<file path="src/rtl/mb_save_scheduler.sv">
// Raster-order macroblock scheduler: requests each MB from the predictor, waits for its
// reconstruction (with timeout) and pulses the saver enable with the packed MB position.
module mb_save_scheduler #(
   parameter int WIDTH        = 720,
   parameter int LENGTH       = 1280,
   parameter int MB_SIZE_L    = 8,
   parameter int MB_SIZE_W    = 8,
   parameter int WAIT_TIMEOUT = 1024
) (
   input  logic        clk,
   input  logic        reset,
   input  logic        start,
   input  logic        abort,
   input  logic        pred_ready,
   input  logic        recon_valid,
   output logic        mb_req,
   output logic [31:0] mb_addr,
   output logic        save_en,
   output logic [31:0] mbnumber,
   output logic        busy,
   output logic        frame_done,
   output logic [15:0] mb_count,
   output logic        timeout_err
);

   localparam int TW = (WAIT_TIMEOUT > 2) ? $clog2(WAIT_TIMEOUT) : 1;
   localparam logic [TW-1:0] LAST_WAIT = TW'(WAIT_TIMEOUT - 1);
   localparam logic [15:0]   LAST_COL  = 16'(LENGTH - MB_SIZE_W);
   localparam logic [15:0]   LAST_ROW  = 16'(WIDTH - MB_SIZE_L);
   localparam logic [15:0]   COL_STEP  = 16'(MB_SIZE_W);
   localparam logic [15:0]   ROW_STEP  = 16'(MB_SIZE_L);

   typedef enum logic [2:0] {
      S_IDLE, S_ISSUE, S_WAIT, S_SAVE, S_NEXT, S_DONE
   } state_t;

   state_t        state, state_nxt;
   logic [15:0]   row, col;
   logic [TW-1:0] wait_cnt;
   logic [31:0]   mbnumber_q;
   logic          timeout_hit;
   logic          accept_start;

   always_comb begin
      state_nxt   = state;
      timeout_hit = 1'b0;
      case (state)
         S_IDLE:  if (start) state_nxt = S_ISSUE;
         S_ISSUE: if (pred_ready) state_nxt = S_WAIT;
         S_WAIT: begin
            // a reconstruction arriving in the last timeout cycle still gets saved
            if (recon_valid) begin
               state_nxt = S_SAVE;
            end else if (wait_cnt == LAST_WAIT) begin
               state_nxt   = S_NEXT;
               timeout_hit = 1'b1;
            end
         end
         S_SAVE:  state_nxt = S_NEXT;
         S_NEXT:  state_nxt = (col == LAST_COL && row == LAST_ROW) ? S_DONE : S_ISSUE;
         S_DONE:  state_nxt = S_IDLE;
         default: state_nxt = S_IDLE;
      endcase
      if (abort) state_nxt = S_IDLE;
   end

   assign accept_start = (state == S_IDLE) && start && !abort;
   assign mb_addr      = {row, col};
   assign mb_req       = (state == S_ISSUE) && pred_ready;
   assign save_en      = (state == S_SAVE) && !abort;
   assign frame_done   = (state == S_DONE) && !abort;
   assign busy         = (state != S_IDLE);
   // mbnumber shows the live address during the save cycle and the latched one afterwards
   assign mbnumber     = save_en ? mb_addr : mbnumber_q;

   always_ff @(posedge clk) begin
      if (reset) begin
         state       <= S_IDLE;
         row         <= '0;
         col         <= '0;
         wait_cnt    <= '0;
         mbnumber_q  <= '0;
         mb_count    <= '0;
         timeout_err <= 1'b0;
      end else begin
         state <= state_nxt;

         if (state == S_ISSUE)
            wait_cnt <= '0;
         else if (state == S_WAIT)
            wait_cnt <= wait_cnt + 1'b1;

         if (save_en) begin
            mbnumber_q <= mb_addr;
            mb_count   <= mb_count + 16'd1;
         end

         if (timeout_hit && !abort)
            timeout_err <= 1'b1;

         if (state == S_NEXT && !abort) begin
            if (col == LAST_COL) begin
               col <= '0;
               if (row != LAST_ROW) row <= row + ROW_STEP;
            end else begin
               col <= col + COL_STEP;
            end
         end

         if (accept_start) begin
            row         <= '0;
            col         <= '0;
            mb_count    <= '0;
            timeout_err <= 1'b0;
         end
      end
   end

endmodule

</file>
<file path="config.mk">
export PLATFORM = sky130hd
export DESIGN_NAME = mb_save_scheduler
export DESIGN_NICKNAME = d
export VERILOG_FILES = /design/src/rtl/mb_save_scheduler.sv
export SDC_FILE = /design/constraint.sdc
export NUM_CORES = 1
export LEC_CHECK = 0
export CAP_MARGIN = 20
export CORE_MARGIN = 10
export CORE_UTILIZATION = 35
export DETAILED_ROUTE_END_ITERATION = 10
export SYNTH_ARGS = -nofsm -noshare
export SYNTH_HDL_FRONTEND = slang
export SYNTH_SLANG_ARGS = --single-unit
</file>
<file path="constraint.sdc">
create_clock -name clk -period 3.1 [get_ports clk]
set_input_delay 0.93 -clock clk [delete_from_list [all_inputs] [get_ports clk]]
set_output_delay 0.93 -clock clk [all_outputs]
set_load 0.03 [all_outputs]
</file>
==> out/qor.yml, run 1 <==
dr.pass1.iters: 4
wl_per_cell_um: 16.0
num_antenna_cells: 0
cts_sinks: 88
die_w_um: 128
startpoint_type: "input pin"
overflow: 0
core-area_mm2: 0.0114
die_area_mm2: 0.0163
rows: 39
synth_edf_count: 0
hold_viol: 0
slew_headroom_pct: 51.0
cts_tree: "yes"
dp_slack_ns: -0.737
comb_power_share_pct: 3.4
critical_path_peak_fanout: 5
critPathKind: "in -> out"
fin_crit_sh_pct: 98.7
avgSynthCellArea_um2: 9.43
layout_common_cells: "dfxtp_1 (88), clkdlybuf4s50_1 (48), nor2b_1 (41), a21oi_1 (29), nor2_1 (24)"
grt_pass1_vias: 3423
end_kind: "primary output"
synthToLayoutAreaGrowth_pct: 35.1
fillCellCount: 1088
grt_first_pass_wirelength_mm: 17.3
syn_area_mm2: 0.00406
drt_iter0_markers: 177
layout-drive-gt1-share_pct: 19.9
setup_viol: 0
yosysWarnings: 0
peakVddDrop_mv: 0.294
grt_usage_pct: 12.9
initial_utilization_pct: 35.7
hpwlAfterDp_mm: 7.48
crit_arrival_ns: 2.13
vias: 3486
avgViaCountPerCell: 5.20
worst_slew_pin_slew_ns: 0.733
rsz0062_at_grt: "no"
holdWs_ns: 0.490
p_leak_nw: 1.96
slowest_stage: "and4bb_4"
grt_max_degree: 29
dpl.cell_count: 651
cell_internal_pwr_w: 0.00186
cts_max_path_buffers: 2
die_h_um: 128
crit_path_cell_trace: "buf_2 > and4bb_4 > buf_6 > buf_12 > mux2_4 > buf_6"
cts_made_buffers: 9
fin_nets: 534
crit_required_ns: 2.17
layout.cells.non_filler: 670
reg2reg_from: "col[8]"
clock_latency_ns: 0.33
holdCritPathClass: "reg -> reg"
cap_violations: 0
io_buffers: 84
final_common_cell: "dfxtp_1"
setup.worst_path.start: "abort"
drc_errors: 0
ys.flop_type: "dfxtp_1"
power_w: 0.00233
p_per_area_mw_per_mm2: 425
clk_pin_slew_ns: 0.06
antenna_found_initial: 0
h-tree-depth: 3
power_frac_seq_pct: 48.6
clkPwrFrac_pct: 48.0
syn-instance-count: 430
slowest_delay_ns: 0.36
crit_path_frequent_cell: "buf_6"
synth-seq-cells: 88
swShare_pct: 20.4
p_switching_w: 0.000475
hold_start: "wait_cnt[1]"
route.antenna.remaining_nets: 0
status: "finished clean"
synth_async_sr_flop_share_pct: 0
yosysSeqAreaShare_pct: 43.4
fmax_mhz: 327
drv_slew: 0
postRouteWirelength_mm: 10.7
final_critical_path_setup_slack_ns: 0.0409
ctsHoldBuffers: 0
fin_worst_skew_ns: 0.00799
min_period_ns: 3.06
synth_cell_types: 47
gp_congestion: 0.749
cts_root_buffer: "clkbuf_16"
fin_util_pct: 48.2
io_pins: 91
synth_stat cells (all sizes together) (3+ instances only):
cell / n / area (um2)
and3: 6 / 37.5
nor2b: 41 / 257
nor2: 24 / 90.1
nor4: 6 / 56.3
nand2b: 3 / 18.8
buf: 18 / 121
nand4: 15 / 93.8
xnor2: 11 / 96.3
a21oi: 29 / 145
ha: 5 / 62.6
mux2: 26 / 293
inv: 5 / 18.8
nor4b: 3 / 47.5
nand2: 23 / 86.3
or3: 9 / 56.3
clkbuf: 8 / 30.0
nor3: 9 / 45.0
xor2: 12 / 105
or4: 17 / 128
dfxtp: 88 / 1760
o31ai: 16 / 120
nand3: 19 / 105
nor3b: 4 / 30.0
and2: 5 / 31.3
o21ai: 9 / 48.8
logic make-up (layout without fill, tap and decap cells):
group / after synthesis / after routing / synth area share, %
AND/OR/NAND/NOR: 191 / 191 / 28.5
XOR/XNOR: 23 / 23 / 4.97
multiplexers: 28 / 28 / 7.71
adder cells (fa/ha/maj): 5 / 5 / 1.54
buffers and inverters: 31 / 123 / 4.20
flip-flops: 88 / 88 / 43.4
AO/OA/AOI/OAI: 63 / 63 / 9.57
other: 1 / 6 / 0.0925
path summary, 6_finish.rpt:
kind / end / slack (ns) / depth (start not counted)
worst max-delay path: mbnumber[15] / 0.04 / 6
worst min-delay path: wait_cnt[1] / 0.49 / 2
worst max register to register: row[7] / 0.99 / 4
worst min register to register: wait_cnt[1] / 0.49 / 2
area by class of cell:
type	count	area, um2	share of cell area, %
sequential	88	1760	32.2
timing repair buffer	103	1010	18.5
multi-input combinational	316	2200	40.2
inverter	5	18.8	0.343
clock inverter	4	70.1	1.28
tap	143	179	3.27
clock buffer	11	233	4.25
flip-flops by register name, indices dropped and copies added, names as in the netlist:
name,count
col,13
mb_count,16
mbnumber_q,32
row,13
state,3
timeout_err,1
wait_cnt,10
layer usage:
metal	track usage [%]	vias to the layer above	share of wire (%)
met5	0	-	0
met4	2.98	0	0.80
met3	4.14	9	5.8
met2	21.8	77	49
met1	15.5	1676	44
li1	-	1724	-
critical path: cells and delay by family:
kind | cells | cell delay (ns)
multiplexers | 1 | 0.31
AND/OR/NAND/NOR | 1 | 0.36
buffers and inverters | 4 | 0.53
through the flow:
step	instance area [um2]	TNS, ns
after floorplan	4070	-0.0215
after global placement	5070	-18.95
after detailed placement	5070	-19.01
after CTS	5480	0
after global routing	5480	0
final	5480	0
power groups by stage:
stage	clock network [W]	registers, W	logic, W
2_1_floorplan	0	0.00116	0.0000541
3_3_place_gp	0	0.00116	0.0000792
3_5_place_dp	0	0.00116	0.0000800
4_1_cts	0.00115	0.00113	0.0000802
5_1_grt	0.00120	0.00113	0.0000875
6_report	0.00112	0.00113	0.0000796
timing repair:
item,in CTS,in global routing
setup endpoints to repair,33,0
gates resized for setup,177,0
setup buffers,2,0
No activity file was read; power rests on OpenSTA's default activity.
==> run 2, diff against run 1 <==
Settings changed: CORE_ASPECT_RATIO from default to 0.7, CTS_BUF_LIST from default to sky130_fd_sc_hd__clkbuf_8.
==> run 2 against run 1 <==
Net effect: clock skew shrank 0.00070 ns; global-route usage increased by 0.32 points; power shrank 11%; first-iteration DRC count grew 10%; critical path depth unchanged; register-to-register slack got worse by 0.04 ns; sequential share of layout area down 0.081 points; via count shrank 0.14%; highest routed layer unchanged.
==> out/qor.yml, run 2 (synthesis results as in run 1) <==
crit_path_cell_trace: "buf_2 > and4bb_4 > buf_4 > buf_12 > mux2_2 > buf_6"
postRouteWirelength_mm: 10.6  # -1.3%
io_buffers: 84  # unchanged
setup_viol: 0  # unchanged
top_register: "mbnumber_q"
holdCritPathClass: "reg -> reg"
min_period_ns: 3.03  # -0.0257 ns
dr.pass1.iters: 4  # unchanged
layout-drive-gt1-share_pct: 21.2  # +1.3 points
final_common_cell: "dfxtp_1"
grt_max_degree: 31  # +6.9%
r2r_slack_ns: 0.95  # -0.04 ns
layout_common_cells: "dfxtp_1 (88), clkdlybuf4s50_1 (48), nor2b_1 (37), buf_6 (32), a21oi_1 (29)"
crit_arrival_ns: 2.10  # -0.03 ns
startpoint_type: "input pin"
cts_made_buffers: 9  # unchanged
p_per_area_mw_per_mm2: 379  # -11%
slowest_delay_ns: 0.36  # about the same
grt_usage_pct: 13.2  # +0.32 points
wl_per_cell_um: 15.4  # -3.4%
hold_start: "wait_cnt[1]"
avgViaCountPerCell: 5.08  # -2.3%
rows: 32  # -18%
clk_pin_slew_ns: 0.08  # +0.02 ns
crit_required_ns: 2.17  # about the same
io_pins: 91  # unchanged
die_w_um: 149  # +16%
regArea_mm2: 0.00176  # unchanged
cts_tree: "yes"
grt_first_pass_wirelength_mm: 17.4  # +0.56%
end_kind: "primary output"
p_leak_nw: 1.95  # -0.70%
antenna_found_initial: 0  # unchanged
fillCellCount: 1039  # -4.5%
synthToLayoutAreaGrowth_pct: 35.4
wl_met1_mm: 4.98  # +5.8%
hold_viol: 0  # unchanged
die_h_um: 110  # -14%
status: "finished clean"
core-area_mm2: 0.0112  # -1.8%
drc_errors: 0  # unchanged
clock_latency_ns: 0.37  # +0.04 ns
largestRegisters: "mbnumber_q x32, mb_count x16"
reg2regPathDepth: 8  # +4
multiInputGateArea_mm2: 0.00222  # +0.80%
dr_wl_met2_mm: 4.75  # -10%
worstHoldPathCells: 2  # unchanged
critical_path_peak_fanout: 9  # +4
initial_utilization_pct: 36.3  # +0.64 points
fmax_mhz: 330  # +0.85%
rsz0062_at_grt: "no"
wl_met3_um: 736  # +18%
grt_pass1_vias: 3394  # -0.85%
cts_sinks: 88  # unchanged
worst_slew_pin_slew_ns: 0.755  # +0.0218 ns
overflow: 0  # unchanged
gp_congestion: 0.747  # -0.21%
place_area_mm2: 0.00509  # +0.44%
tns_ns: 0  # unchanged
path_buf_inv: 4  # unchanged
vias: 3481  # -0.14%
cts_root_buffer: "clkbuf_8"
crit_cells: 6  # unchanged
route.antenna.remaining_nets: 0  # unchanged
power_w: 0.00208  # -11%
fin_worst_skew_ns: 0.00728  # -0.000705 ns
final_area_mm2: 0.00549  # +0.25%
num_antenna_cells: 0  # unchanged
cts_max_path_buffers: 2  # unchanged
slowest_stage: "mux2_2"
hpwlAfterDp_mm: 7.40  # -0.99%
reg2reg_from: "state[2]"
drv_slew: 0  # unchanged
hold_end: "wait_cnt[1]"
largest_reg_flops: 32  # unchanged
h-tree-depth: 3  # unchanged
top_layer: "met4"
reg2reg_to: "mb_count[6]"
peakVddDrop_mv: 0.229  # -22%
drt_iter0_markers: 195  # +10%
ctsHoldBuffers: 0  # unchanged
fin_nets: 538  # +0.75%
critPathKind: "in -> out"
worst_path_dominant_cell_family: "buffers and inverters"
die_area_mm2: 0.0164  # +0.42%
fin_crit_sh_pct: 97.9  # -0.83 points
slew_headroom_pct: 49.6  # -1.5 points
cap_violations: 0  # unchanged
run 2: changes by cell type in the layout (fill, tap and decap cells not counted), sizes merged:
cell	previous run	this run
clkbuf	11	10
clkinv	2	1
buf	55	59
inv	5	8
run 2: report_power, final:
part,switching [W],leakage [nW],internal [W]
Clock,0.000405,0.120,0.000466
Combinational,0.0000538,1.12,0.0000233
Sequential,0.000000910,0.709,0.00113
run 2: timing repair:
action | CTS | global route
pin swaps | 1 | 0
endpoints found under the hold margin | 0 | 0
setup buffers | 4 | 0
setup endpoints to repair | 33 | 3
gates resized for setup | 209 | 0
gates cloned | 2 | 0
run 2: final cells by class:
cell class,instances,area share [%]
clock buffers,10,2.51
clock inverters,6,1.39
inverters,5,0.342
multi-input cells,316,40.4
flip-flops and latches,88,32.1
well taps,153,3.49
repair buffers,107,19.8
run 2: how the worst max path moves through the flow:
stage | from | to | slack [ns]
after global placement | abort | mbnumber[21] | -0.68
final | abort | mbnumber[21] | 0.07
after detailed placement | abort | mbnumber[15] | -0.70
after floorplan | abort | mbnumber[16] | -0.007
after global routing | abort | mbnumber[24] | 0.02
after CTS | abort | mbnumber[27] | 0.04
run 2: worst register-to-register path: stages, from the launching register on:
cell      delay (ns)
dfxtp_1         0.31
and4bb_4        0.35
buf_6           0.13
buf_16          0.12
buf_4           0.23
nand3_1         0.27
buf_4           0.23
or3_1           0.30
a21oi_1         0.14
run 2: through the flow:
| step | utilization, % | std cells | hold WS [ns] | setup slack [ns] |
|---|---|---|---|---|
| 3_3_place_gp | 45.6 | 664 | 0.464 | -0.682 |
| 5_1_grt | 49.2 | 685 | 0.522 | 0.0221 |
| 4_1_cts | 49.4 | 686 | 0.482 | 0.0363 |
| 2_1_floorplan | - | 435 | 0.454 | -0.00717 |
| 3_5_place_dp | 45.6 | 664 | 0.470 | -0.701 |
| 6_report | 49.2 | 685 | 0.484 | 0.0666 |
run 2: layer usage:
metal | global-route usage, % | vias to the layer above
met5 | 0 | -
met4 | 4.16 | 0
met3 | 5.54 | 11
met2 | 20.2 | 76
met1 | 16.6 | 1664
li1 | - | 1730
==> run 3, diff against run 2 <==
Settings changed: CTS_BUF_LIST sky130_fd_sc_hd__clkbuf_8 to default.
==> run 3 against run 2 <==
Net effect: final cell count unchanged; combinational power about the same; clock skew about the same; sequential cell count unchanged; design area up 1.8%; first-iteration DRC count down 12%; critical path depth unchanged; setup slack worse by 0.0020 ns; via count about the same.
==> out/qor.yml, run 3 (synthesis results as in run 1) <==
die_area_mm2: 0.0164  # unchanged
worst_path_dominant_cell_family: "buffers and inverters"
largestRegisters: "mbnumber_q x32, mb_count x16"
layout-drive-gt1-share_pct: 21.2  # unchanged
fmax_mhz: 329  # about the same
place_area_mm2: 0.00509  # unchanged
critical_path_peak_fanout: 9  # unchanged
reg2reg_to: "mb_count[6]"
dr.pass1.iters: 4  # unchanged
cts_tree: "yes"
hold_viol: 0  # unchanged
crit_arrival_ns: 2.11  # about the same
clock_latency_ns: 0.34  # -0.03 ns
final_common_cell: "dfxtp_1"
hold_start: "mb_count[15]"
crit_cells: 6  # unchanged
core-area_mm2: 0.0112  # unchanged
layout_common_cells: "dfxtp_1 (88), clkdlybuf4s50_1 (48), nor2b_1 (37), buf_6 (32), a21oi_1 (29)"
status: "finished clean"
final_area_mm2: 0.00559  # +1.8%
h-tree-depth: 3  # unchanged
fin_worst_skew_ns: 0.00777  # +0.000482 ns
p_per_area_mw_per_mm2: 422  # +12%
crit_end: "mbnumber[21]"
grt_first_pass_wirelength_mm: 17.5  # about the same
holdCritPathClass: "reg -> reg"
setup_viol: 0  # unchanged
path_buf_inv: 4  # unchanged
worst_slew_pin_slew_ns: 0.744  # -0.0110 ns
initial_utilization_pct: 36.3  # unchanged
cts_made_buffers: 9  # unchanged
io_buffers: 84  # unchanged
gp_congestion: 0.747  # unchanged
cts_max_path_buffers: 2  # unchanged
fin_crit_sh_pct: 97.9  # about the same
reg2regPathDepth: 8  # unchanged
slowest_delay_ns: 0.36  # about the same
crit_path_cell_trace: "buf_2 > and4bb_4 > buf_4 > buf_12 > mux2_2 > buf_6"
die_h_um: 110  # unchanged
cap_violations: 0  # unchanged
slowest_stage: "mux2_2"
drv_slew: 0  # unchanged
p_leak_nw: 1.98  # +1.7%
vias: 3484  # +0.086%
tns_ns: 0  # unchanged
end_kind: "primary output"
wl_per_cell_um: 15.4  # -0.26%
peakVddDrop_mv: 0.228  # -0.14%
avgViaCountPerCell: 5.09  # about the same
rows: 32  # unchanged
setup.worst_path.start: "abort"
startpoint_type: "input pin"
grt_usage_pct: 13.1  # -0.12 points
io_pins: 91  # unchanged
drc_errors: 0  # unchanged
drt_iter0_markers: 172  # -12%
postRouteWirelength_mm: 10.6  # -0.26%
layout.cells.non_filler: 685  # unchanged
largest_reg_flops: 32  # unchanged
grt_max_degree: 31  # unchanged
top_register: "mbnumber_q"
slew_headroom_pct: 50.3  # +0.73 points
num_antenna_cells: 0  # unchanged
reg2reg_from: "state[2]"
cts_sinks: 88  # unchanged
critPathKind: "in -> out"
clk_pin_slew_ns: 0.06  # -0.02 ns
dpl.cell_count: 664  # unchanged
cts_root_buffer: "clkbuf_16"
holdWs_ns: 0.490  # +0.00563 ns
overflow: 0  # unchanged
die_w_um: 149  # unchanged
fin_nets: 538  # unchanged
hpwlAfterDp_mm: 7.40  # unchanged
crit_required_ns: 2.17  # about the same
power_w: 0.00236  # +14%
synthToLayoutAreaGrowth_pct: 37.9
route.antenna.remaining_nets: 0  # unchanged
min_period_ns: 3.04  # +0.00196 ns
grt_pass1_vias: 3396  # +0.059%
rsz0062_at_grt: "no"
antenna_found_initial: 0  # unchanged
r2r_slack_ns: 0.96  # about the same
==> run 3: changes by cell type in the layout (fill, tap and decap cells not counted), sizes merged <==
cell    delta
inv        -3
clkbuf     +3
==> run 3: power by group <==
group / internal [W] / total (W) / switching, W
registers: 0.00113 / 0.00113 / 0.000000910
logic: 0.0000233 / 0.0000770 / 0.0000537
clock network: 0.000728 / 0.00115 / 0.000425
==> run 3: cell type report <==
type	instances	area [um2]
Clock buffer	13	250
Multi-Input combinational cell	316	2220
Tap cell	153	191
Fill cell	1018	5580
Inverter	5	18.8
Sequential cell	88	1760
Timing Repair Buffer	107	1090
Clock inverter	3	65.1
==> run 3: through the flow <==
stage               utilization [%]  worst slack, ns
finish                         50.1           0.0646
global route                   50.1           0.0221
CTS                            50.3           0.0363
detailed placement             45.6           -0.701
global placement               45.6           -0.682
floorplan                         -         -0.00717
==> run 3: tightest hold or removal path, stage by stage (launching register included) <==
cell     delay [ns]
dfxtp_1        0.32
o31ai_1        0.06
a21oi_1        0.05
==> run 3: worst min path at each step <==
stage / endpoint / slack [ns] / depth (start not counted)
6_report: mb_count[15] / 0.49 / 2
5_1_grt: mb_count[15] / 0.52 / 2
4_1_cts: mb_count[15] / 0.48 / 2
3_5_place_dp: wait_cnt[1] / 0.47 / 2
3_3_place_gp: wait_cnt[1] / 0.46 / 2
2_1_floorplan: wait_cnt[1] / 0.45 / 2
==> run 3: timing repair <==
item,CTS,global route
resized for setup,209,0
buffers inserted,4,0
endpoints found under the setup margin,33,3
pin swaps,1,0
gates cloned,2,0
hold buffers,0,0
==> run 3: routing by layer <==
layer | up-vias | global-route usage [%] | wire, um
met1 | 1666 | 16.8 | 5010
met5 | - | 0 | 0
li1 | 1733 | - | -
met3 | 10 | 5.05 | 705
met4 | 0 | 3.53 | 78
met2 | 75 | 20.2 | 4750
